--- config.mk ---
export PLATFORM = sky130hd
export DESIGN_NAME = fifo_wr_ctrl_pkt
export DESIGN_NICKNAME = d
export VERILOG_FILES = /design/src/rtl/fifo_wr_ctrl_pkt.sv
export SDC_FILE = /design/constraint.sdc
export NUM_CORES = 1
export LEC_CHECK = 0
export ABC_AREA = 1
export BUFFER_PORTS_ARGS = -buffer_cell sky130_fd_sc_hd__buf_4
export CAP_MARGIN = 20
export CORE_MARGIN = 5
export CORE_UTILIZATION = 40
export DETAILED_ROUTE_END_ITERATION = 8
export GPL_TIMING_DRIVEN = 0
export PLACE_DENSITY = 0.57
export SLEW_MARGIN = 25
export SYNTH_ARGS = -nofsm -noshare
export SYNTH_HDL_FRONTEND = slang
export SYNTH_SLANG_ARGS = --single-unit
--- constraint.sdc ---
create_clock -name wclk_i -period 4.95 [get_ports wclk_i]
set_input_delay 0.99 -clock wclk_i [delete_from_list [all_inputs] [get_ports wclk_i]]
set_output_delay 0.99 -clock wclk_i [all_outputs]
set_load 0.05 [all_outputs]
--- src/rtl/fifo_wr_ctrl_pkt.sv ---
`default_nettype none
// ============================================================================
//  Module      : fifo_wr_ctrl_pkt
//  Description : Write-side controller for a dual-clock frame FIFO. Words are
//                written speculatively at a tentative pointer. The Gray
//                pointer seen by the reader advances only when a good frame
//                completes. Bad, aborted or overflowing frames are rewound
//                and counted. Also provides full, almost-full and fill-level
//                status, all registered in the write clock domain.
//  Ports       : wclk_i        write clock
//                arst_n_i      synchronous active-low reset
//                wdv_i         write data valid
//                wlast_i       last word of frame (qualifies wdv_i)
//                wbad_i        frame is bad (qualifies wdv_i && wlast_i)
//                rgray_i       reader Gray pointer (asynchronous)
//                wgray_o       committed write pointer, Gray, to reader
//                waddr_o       RAM write address
//                wen_o         RAM write enable
//                wfull_o       no free slot for the tentative pointer
//                wafull_o      almost full
//                wlevel_o      tentative fill level
//                frame_drop_o  one-cycle pulse on frame rewind
//                drop_cnt_o    saturating count of dropped frames
//  Revision    : 1.0  initial release
// ============================================================================
module fifo_wr_ctrl_pkt #(
    parameter int AWIDTH       = 4,
    parameter int SYNC_STAGES  = 2,
    parameter int AFULL_THRESH = (1 << AWIDTH) - 2,
    parameter int PKT_MODE     = 1
) (
    input  logic              wclk_i,
    input  logic              arst_n_i,
    input  logic              wdv_i,
    input  logic              wlast_i,
    input  logic              wbad_i,
    input  logic [AWIDTH:0]   rgray_i,
    output logic [AWIDTH:0]   wgray_o,
    output logic [AWIDTH-1:0] waddr_o,
    output logic              wen_o,
    output logic              wfull_o,
    output logic              wafull_o,
    output logic [AWIDTH:0]   wlevel_o,
    output logic              frame_drop_o,
    output logic [15:0]       drop_cnt_o
);

    localparam logic [AWIDTH:0] c_afull_thresh = AFULL_THRESH[AWIDTH:0];
    localparam logic [AWIDTH:0] c_one          = {{AWIDTH{1'b0}}, 1'b1};

    typedef enum logic [1:0] {
        S_IDLE    = 2'd0,
        S_FRAME   = 2'd1,
        S_DISCARD = 2'd2
    } state_t;

    state_t                               state_q, state_d;
    logic [AWIDTH:0]                      tptr_q, tptr_d;
    logic [AWIDTH:0]                      cptr_q, cptr_d;
    logic [SYNC_STAGES-1:0][AWIDTH:0]     sync_q;
    logic [AWIDTH:0]                      wgray_q;
    logic                                 wfull_q;
    logic                                 wafull_q;
    logic [AWIDTH:0]                      wlevel_q;
    logic                                 frame_drop_q;
    logic [15:0]                          drop_cnt_q;

    logic                                 w_wen;
    logic                                 w_ovf;
    logic                                 w_rewind;
    logic                                 w_commit;
    logic [AWIDTH:0]                      w_rbin;
    logic [AWIDTH:0]                      w_level;

    function automatic logic [AWIDTH:0] gray2bin(input logic [AWIDTH:0] g);
        logic [AWIDTH:0] b;
        b[AWIDTH] = g[AWIDTH];
        for (int i = AWIDTH - 1; i >= 0; i--) begin
            b[i] = b[i+1] ^ g[i];
        end
        return b;
    endfunction

    assign w_rbin = gray2bin(sync_q[SYNC_STAGES-1]);

    // Full is a registered flag, so a write can never be issued into a slot
    // the reader has not provably freed; read frees arrive late, never early.
    assign w_wen = wdv_i && !wfull_q && (state_q != S_DISCARD);
    assign w_ovf = wdv_i &&  wfull_q && (state_q != S_DISCARD);

    always_comb begin
        w_rewind = 1'b0;
        w_commit = 1'b0;
        state_d  = state_q;
        if (PKT_MODE != 0) begin
            case (state_q)
                S_IDLE, S_FRAME: begin
                    if (w_wen) begin
                        if (!wlast_i) begin
                            state_d = S_FRAME;
                        end else if (wbad_i) begin
                            w_rewind = 1'b1;
                            state_d  = S_IDLE;
                        end else begin
                            w_commit = 1'b1;
                            state_d  = S_IDLE;
                        end
                    end else if (w_ovf) begin
                        if (wlast_i) begin
                            w_rewind = 1'b1;
                            state_d  = S_IDLE;
                        end else begin
                            state_d  = S_DISCARD;
                        end
                    end
                end
                S_DISCARD: begin
                    if (wdv_i && wlast_i) begin
                        w_rewind = 1'b1;
                        state_d  = S_IDLE;
                    end
                end
                default: state_d = S_IDLE;
            endcase
        end
    end

    always_comb begin
        if (w_rewind) begin
            tptr_d = cptr_q;
        end else if (w_wen) begin
            tptr_d = tptr_q + c_one;
        end else begin
            tptr_d = tptr_q;
        end
        // A commit always coincides with a write, so tptr_d is tptr + 1 here.
        cptr_d  = ((PKT_MODE == 0) || w_commit) ? tptr_d : cptr_q;
        w_level = tptr_d - w_rbin;
    end

    always_ff @(posedge wclk_i) begin
        if (!arst_n_i) begin
            state_q      <= S_IDLE;
            tptr_q       <= '0;
            cptr_q       <= '0;
            sync_q       <= '0;
            wgray_q      <= '0;
            wfull_q      <= 1'b0;
            wafull_q     <= 1'b0;
            wlevel_q     <= '0;
            frame_drop_q <= 1'b0;
            drop_cnt_q   <= '0;
        end else begin
            state_q      <= state_d;
            tptr_q       <= tptr_d;
            cptr_q       <= cptr_d;
            sync_q       <= {sync_q[SYNC_STAGES-2:0], rgray_i};
            wgray_q      <= cptr_q ^ (cptr_q >> 1);
            wfull_q      <= (w_rbin == {~tptr_d[AWIDTH], tptr_d[AWIDTH-1:0]});
            wafull_q     <= (w_level >= c_afull_thresh);
            wlevel_q     <= w_level;
            frame_drop_q <= w_rewind;
            if (w_rewind && (drop_cnt_q != 16'hFFFF)) begin
                drop_cnt_q <= drop_cnt_q + 16'd1;
            end
        end
    end

    assign wgray_o      = wgray_q;
    assign waddr_o      = tptr_q[AWIDTH-1:0];
    assign wen_o        = w_wen;
    assign wfull_o      = wfull_q;
    assign wafull_o     = wafull_q;
    assign wlevel_o     = wlevel_q;
    assign frame_drop_o = frame_drop_q;
    assign drop_cnt_o   = drop_cnt_q;

endmodule
`default_nettype wire
== Yosys cells after proc, flatten, opt, wreduce, memory -nomap -nowiden ==
Cells that the tools add are included.
Storage, ports and cells
  register bits: 51
  latch bits: 0
  RAM bits: 0
  memory bits (read-only): 0
  input port bits: 10
  output and inout bits: 34
  word-level logic and storage cells: 57
  memories kept: 0
Operators by class
  $add $sub $neg: 3
  $mul: 0
  div/mod/pow operators: 0
  order comparisons: 1
  equal/unequal tests: 7
  shift-type cells: 0
  muxes and demuxes: 19
  bitwise operators: 6
  reduce and logical (&&, ||, !) cells: 10
Operators by type and width (number)
  16-bit by 1-bit adder with 16-bit output (second input constant): 1
  16-bit inequality test (second input constant): 1
  1-bit 2-to-1 mux: 11
  5-bit 2-to-1 mux: 2
  2-bit 2-to-1 mux: 4
  1-bit logical AND: 6
  5-bit by 1-bit adder with 5-bit output (second input constant): 1
  5-bit == test: 1
  5-bit by 4-bit >= comparator with 1-bit output (second input constant): 1
  5-bit subtractor: 1
  5-bit by 4-bit XOR with 5-bit output: 1
  2-bit inequality test (second input constant): 2
  2-bit case mux with 2 select lines: 1
  1-bit XOR: 4
  3-bit inequality test (second input constant): 1
  2-bit by 1-bit == test with 1-bit output (second input constant): 1
  2-bit == test (second input constant): 1
  2-bit zero test: 1
  1-bit case mux with 2 select lines: 1
  2-bit AND reduction: 1
  2-bit OR reduction: 1
  1-bit zero test: 1
  1-bit inverter: 1

== Logic depth before layout (Yosys ltp) ==
  depth in word-level cells: 8
  depth in mapped cells: 15
  gate-level depth less buffers: 15

== Worst setup path after synthesis ==
Ideal clock, no wire load.
  path type: input-to-reg
  start point: input port wdv_i
  end point: register wafull_q, in the netlist wafull_o
  library setup time: 0.115 ns
  arrival: 2.911 ns
  required time: 4.835 ns
  path slack: 1.924 ns
  stages: 13
  buffers on the path: 0
  cells stage by stage: nand2_1 nor2_4 nand4_1 xor2_1 nand2_1 o21ai_0 inv_1 ha_1 a21o_1 a31oi_1 nand3_1 nand3_1 nand2_1
Between the ends
  elaborated cells on any way between the ends: 13
  classes of those cells: 1 x add/sub; 1 x order compare; 6 x mux; 5 x reduce/logical
RTL lines
  start: declaration: line 34  | input logic wdv_i,
  1-bit logical AND (*) (2 in series): line 88  | assign w_wen = wdv_i && !wfull_q && (state_q != S_DISCARD);
  via wen_o: line 40  | output logic wen_o,
  1-bit 2-to-1 mux: line 98  | if (w_wen) begin
  1-bit case mux with 2 select lines: line 96  | case (state_q)
  5-bit 2-to-1 mux (*): line 129  | if (w_rewind) begin
  via tptr_d[3]: line 58  | logic [AWIDTH:0] tptr_q, tptr_d;
  5-bit subtractor (*): line 138  | w_level = tptr_d - w_rbin;
  5-bit by 4-bit >= comparator with 1-bit output (*): line 160  | wafull_q <= (w_level >= c_afull_thresh);
  end signal: assignment: line 160
  end: declaration: line 63  | logic wafull_q;
The timed path passes the listed nets; every way through them passes the cells marked *.
A chain may end at the register's enable or synchronous reset.

== Final worst setup path ==
  start point: input port wdv_i
  end point: register wafull_q, in the netlist wafull_o
Between the ends
  word-level cells in the longest chain between the ends: 8
  elaborated cells on any way between the ends: 13
  classes of those cells: 1 x add/sub; 1 x order compare; 6 x mux; 5 x reduce/logical
RTL lines
  1-bit logical AND (2 in series): line 89  | assign w_ovf = wdv_i && wfull_q && (state_q != S_DISCARD);
  1-bit 2-to-1 mux: line 108  | end else if (w_ovf) begin
  1-bit 2-to-1 mux: line 98
  1-bit case mux with 2 select lines: line 96
  5-bit 2-to-1 mux (*): line 129
  via tptr_d[3]: line 58
  5-bit subtractor (*): line 138
  5-bit by 4-bit >= comparator with 1-bit output (*): line 160
Marks and branches as above.

==> run summary <==
Setup Total Neg Slack: 0 ns
crit start category: primary input
n_diodes: 0
max_cap viols: 0
fillers: 607
Multi-input gate area: 1151 µm²
CTS clk-pin slew, worst paths: 0.08 ns
WHS Endpoint: sync_q[5]$_SDFF_PN0_
Chip Width: 87.80 µm
Netlist cell types: 37
FFs w/ async S/R, synth: 0
CP cell instances: buf_4 -> nand2_1 -> nor2_4 -> nand4_1 -> xor2_1 -> nand2_1 -> o21ai_0 -> inv_1 -> ha_1 -> a21o_1 -> a31oi_1 -> nand3_1 -> nand3_1 -> nand2_1
area delta synth->final: 20.67%
reg2reg setup slack: 2.48 ns
largest net degree at the start of global routing: 16
Synth top area share: 0.4217
Sink Count: 51
hold crit path type: flop to flop
placed cells: 428
Hold Path Depth: 2
share of cells above drive strength 1: 0.2161
Final Hold Violating Endpoints: 0
DR WL/cell: 11.39 µm
LEAKAGE: 1.391 nW
Routed WL: 4968 µm
GRT Total Usage: 0.1390
Initial Util: 0.4089
worst r2r src: sync_q[9]$_SDFF_PN0_
Synth area leader: dfxtp_1
slew margin rel.: 0.6508
setup repair after global routing missed its margin: no
vias in the first global route: 1811
Final #Nets: 378
htree depth: 2
root buf cell: clkbuf_8
Critical Path Most Common Cell: nand2_1
Hold Crit Start: sync_q[0]$_SDFF_PN0_
Pre-Repair DR Iteration Count: 4
Max FO, Critical Path: 8
Power Dens Cells: 317.4 nW/µm²
critical path data arrival time: 3.04 ns
overflow left after global routing: 0
Crit path required time: 5.15 ns
ANT nets after route: 0
CTS resizes: 0
RePlAce Congestion: 0.8217
Synth Flop Type: dfxtp_1
syn_area_per_cell: 7.810 µm²
DP Wirelength: 3806 µm
Buf/Inv on CP: 2
Post-synth EDFFs: 0
FMAX: 351.9 MHz
Syn. warnings: 0
global-route wire length before repair: 8438 µm
count leader, synth: nand2_1
number of storage elements in the synthesis netlist: 51
fin crit share: 0.5741
Avg Vias per Cell: 4.651
Tightest Pin Transition: 0.5238 ns
Die Ht: 87.80 µm
synth top area cells: dfxtp_1, nand2_1, inv_1, nor2_1, a21oi_1
initial antenna violation count: 0
postcts setup bufs: 0
slowest CP cell: ha_1
Final Max Tran Viols: 0
Max Clock Skew: 0.008649 ns
r2r worst-path depth: 13
post-synthesis sequential area ratio: 0.4217
Top delay family on crit path: simple AND/OR/NAND/NOR gates
Mapped Nets: 328
Final Power: 0.0009272 W
minimum clock period: 2.842 ns
status: completed
DR iter-0 viols: 119
Setup-failing EPs final: 0
Post-Syn Area: 2421 µm²
# IOs: 44
Post-Syn Instances: 310
fin cells: 436
TritonCTS Buffers: 5
Peak VDD IR: 0.1916 mV
hold-fix buffers at CTS: 0
Clock Latency Late Sink: 0.31 ns
Port Buf Inserts: 43
full die area: 7709 µm²
Setup crit end kind: flop
DRC violation count after routing: 0
CTS max path bufs: 2
total number of vias: 2028
register area: 1021 µm²
Rows: 28
critical path class: primary input to flop
CTS tree: built
R2R Path End: wafull_o$_SDFF_PN0_
core area: 5921 µm²
Post-synth top cells: nand2_1, dfxtp_1, inv_1, nor2_1, a21oi_1
Worst path max stage delay: 0.34 ns
==> flip-flops by register name (all words and copies together) (netlist names) <==
register and count:
cptr_q 5, drop_cnt_o 16, frame_drop_o 1, state_q 2, sync_q 10, tptr_q 5
wafull_o 1, wfull_o 1, wgray_o 5, wlevel_o 5
==> layout make-up <==
class,count,share of cell area
multi-input cells,200,0.3940
flip-flops and latches,51,0.3495
repair buffers,43,0.1105
inverters,50,0.06681
well taps,75,0.03212
clock buffers,5,0.02355
plain buffers,9,0.01842
clock inverters,3,0.005139
==> worst min-delay path: stages (launching register included) <==
cell and delay [ns]:
dfxtp_1 0.32, nand2_1 0.04, inv_1 0.04
==> power by group <==
| group | switching, W | leakage, nW | internal, W |
|---|---|---|---|
| registers | 0.0000145 | 0.417 | 0.000438 |
| clock network | 0.000137 | 0.0477 | 0.0000971 |
| logic | 0.000158 | 0.926 | 0.0000824 |
| total | 0.000310 | 1.39 | 0.000618 |
==> logic make-up after synthesis <==
| logic type | Yosys count | synth area share |
|---|---|---|
| adder cells (fa/ha/maj) | 8 | 0.04444 |
| AND/OR/NAND/NOR | 134 | 0.2687 |
| AO/OA/AOI/OAI | 41 | 0.09148 |
| buffers and inverters | 59 | 0.1028 |
| flip-flops | 51 | 0.4217 |
| XOR/XNOR | 17 | 0.07080 |
==> cells in the final DEF (no fill, tap or decap), types with 2 or more instances in the layout <==
cell and instances:
buf_4 48, nand2_4 3, ha_1 7, clkinv_2 3
nor2_4 2, nand3_2 3, xor2_1 5, nand4_1 7
nor2_1 30, inv_2 2, inv_1 46, clkbuf_1 3
nand2_1 59, a21oi_1 20, nand3_1 19, xor2_2 2
o21ai_0 11, o21ai_1 4, dfxtp_1 51, xnor2_1 9
clkbuf_8 5, nor3_1 5
==> stage by stage <==
stage / hold slack [ns] / area, µm² / setup WS [ns] / utilization
floorplan: 0.3905 / 2421 / 1.924 / -
global placement: 0.3935 / 2838 / 1.781 / 0.4793
detailed placement: 0.3986 / 2838 / 1.770 / 0.4793
CTS: 0.4209 / 2922 / 2.099 / 0.4934
global route: 0.4415 / 2922 / 1.919 / 0.4934
finish: 0.4191 / 2922 / 2.108 / 0.4934
==> routing by layer <==
metal  vias to the layer above  wire [µm]  global-route usage
met2                        49       2298              0.2205
met5                         -          0                   0
li1                       1068          -                   -
met4                         0         59             0.04184
met3                         5        288             0.03481
met1                       906       2320              0.1866
==> worst max-delay path by stage <==
stage,depth (start not counted),slack [ns],endpoint,from
floorplan,13,1.92,wafull_o$_SDFF_PN0_,wdv_i
global placement,14,1.78,wafull_o$_SDFF_PN0_,wdv_i
detailed placement,14,1.77,wafull_o$_SDFF_PN0_,wdv_i
CTS,14,2.10,wafull_o$_SDFF_PN0_,wdv_i
global route,14,1.92,wafull_o$_SDFF_PN0_,wdv_i
finish,14,2.11,wafull_o$_SDFF_PN0_,wdv_i
Power figures use the tool's default switching activity.
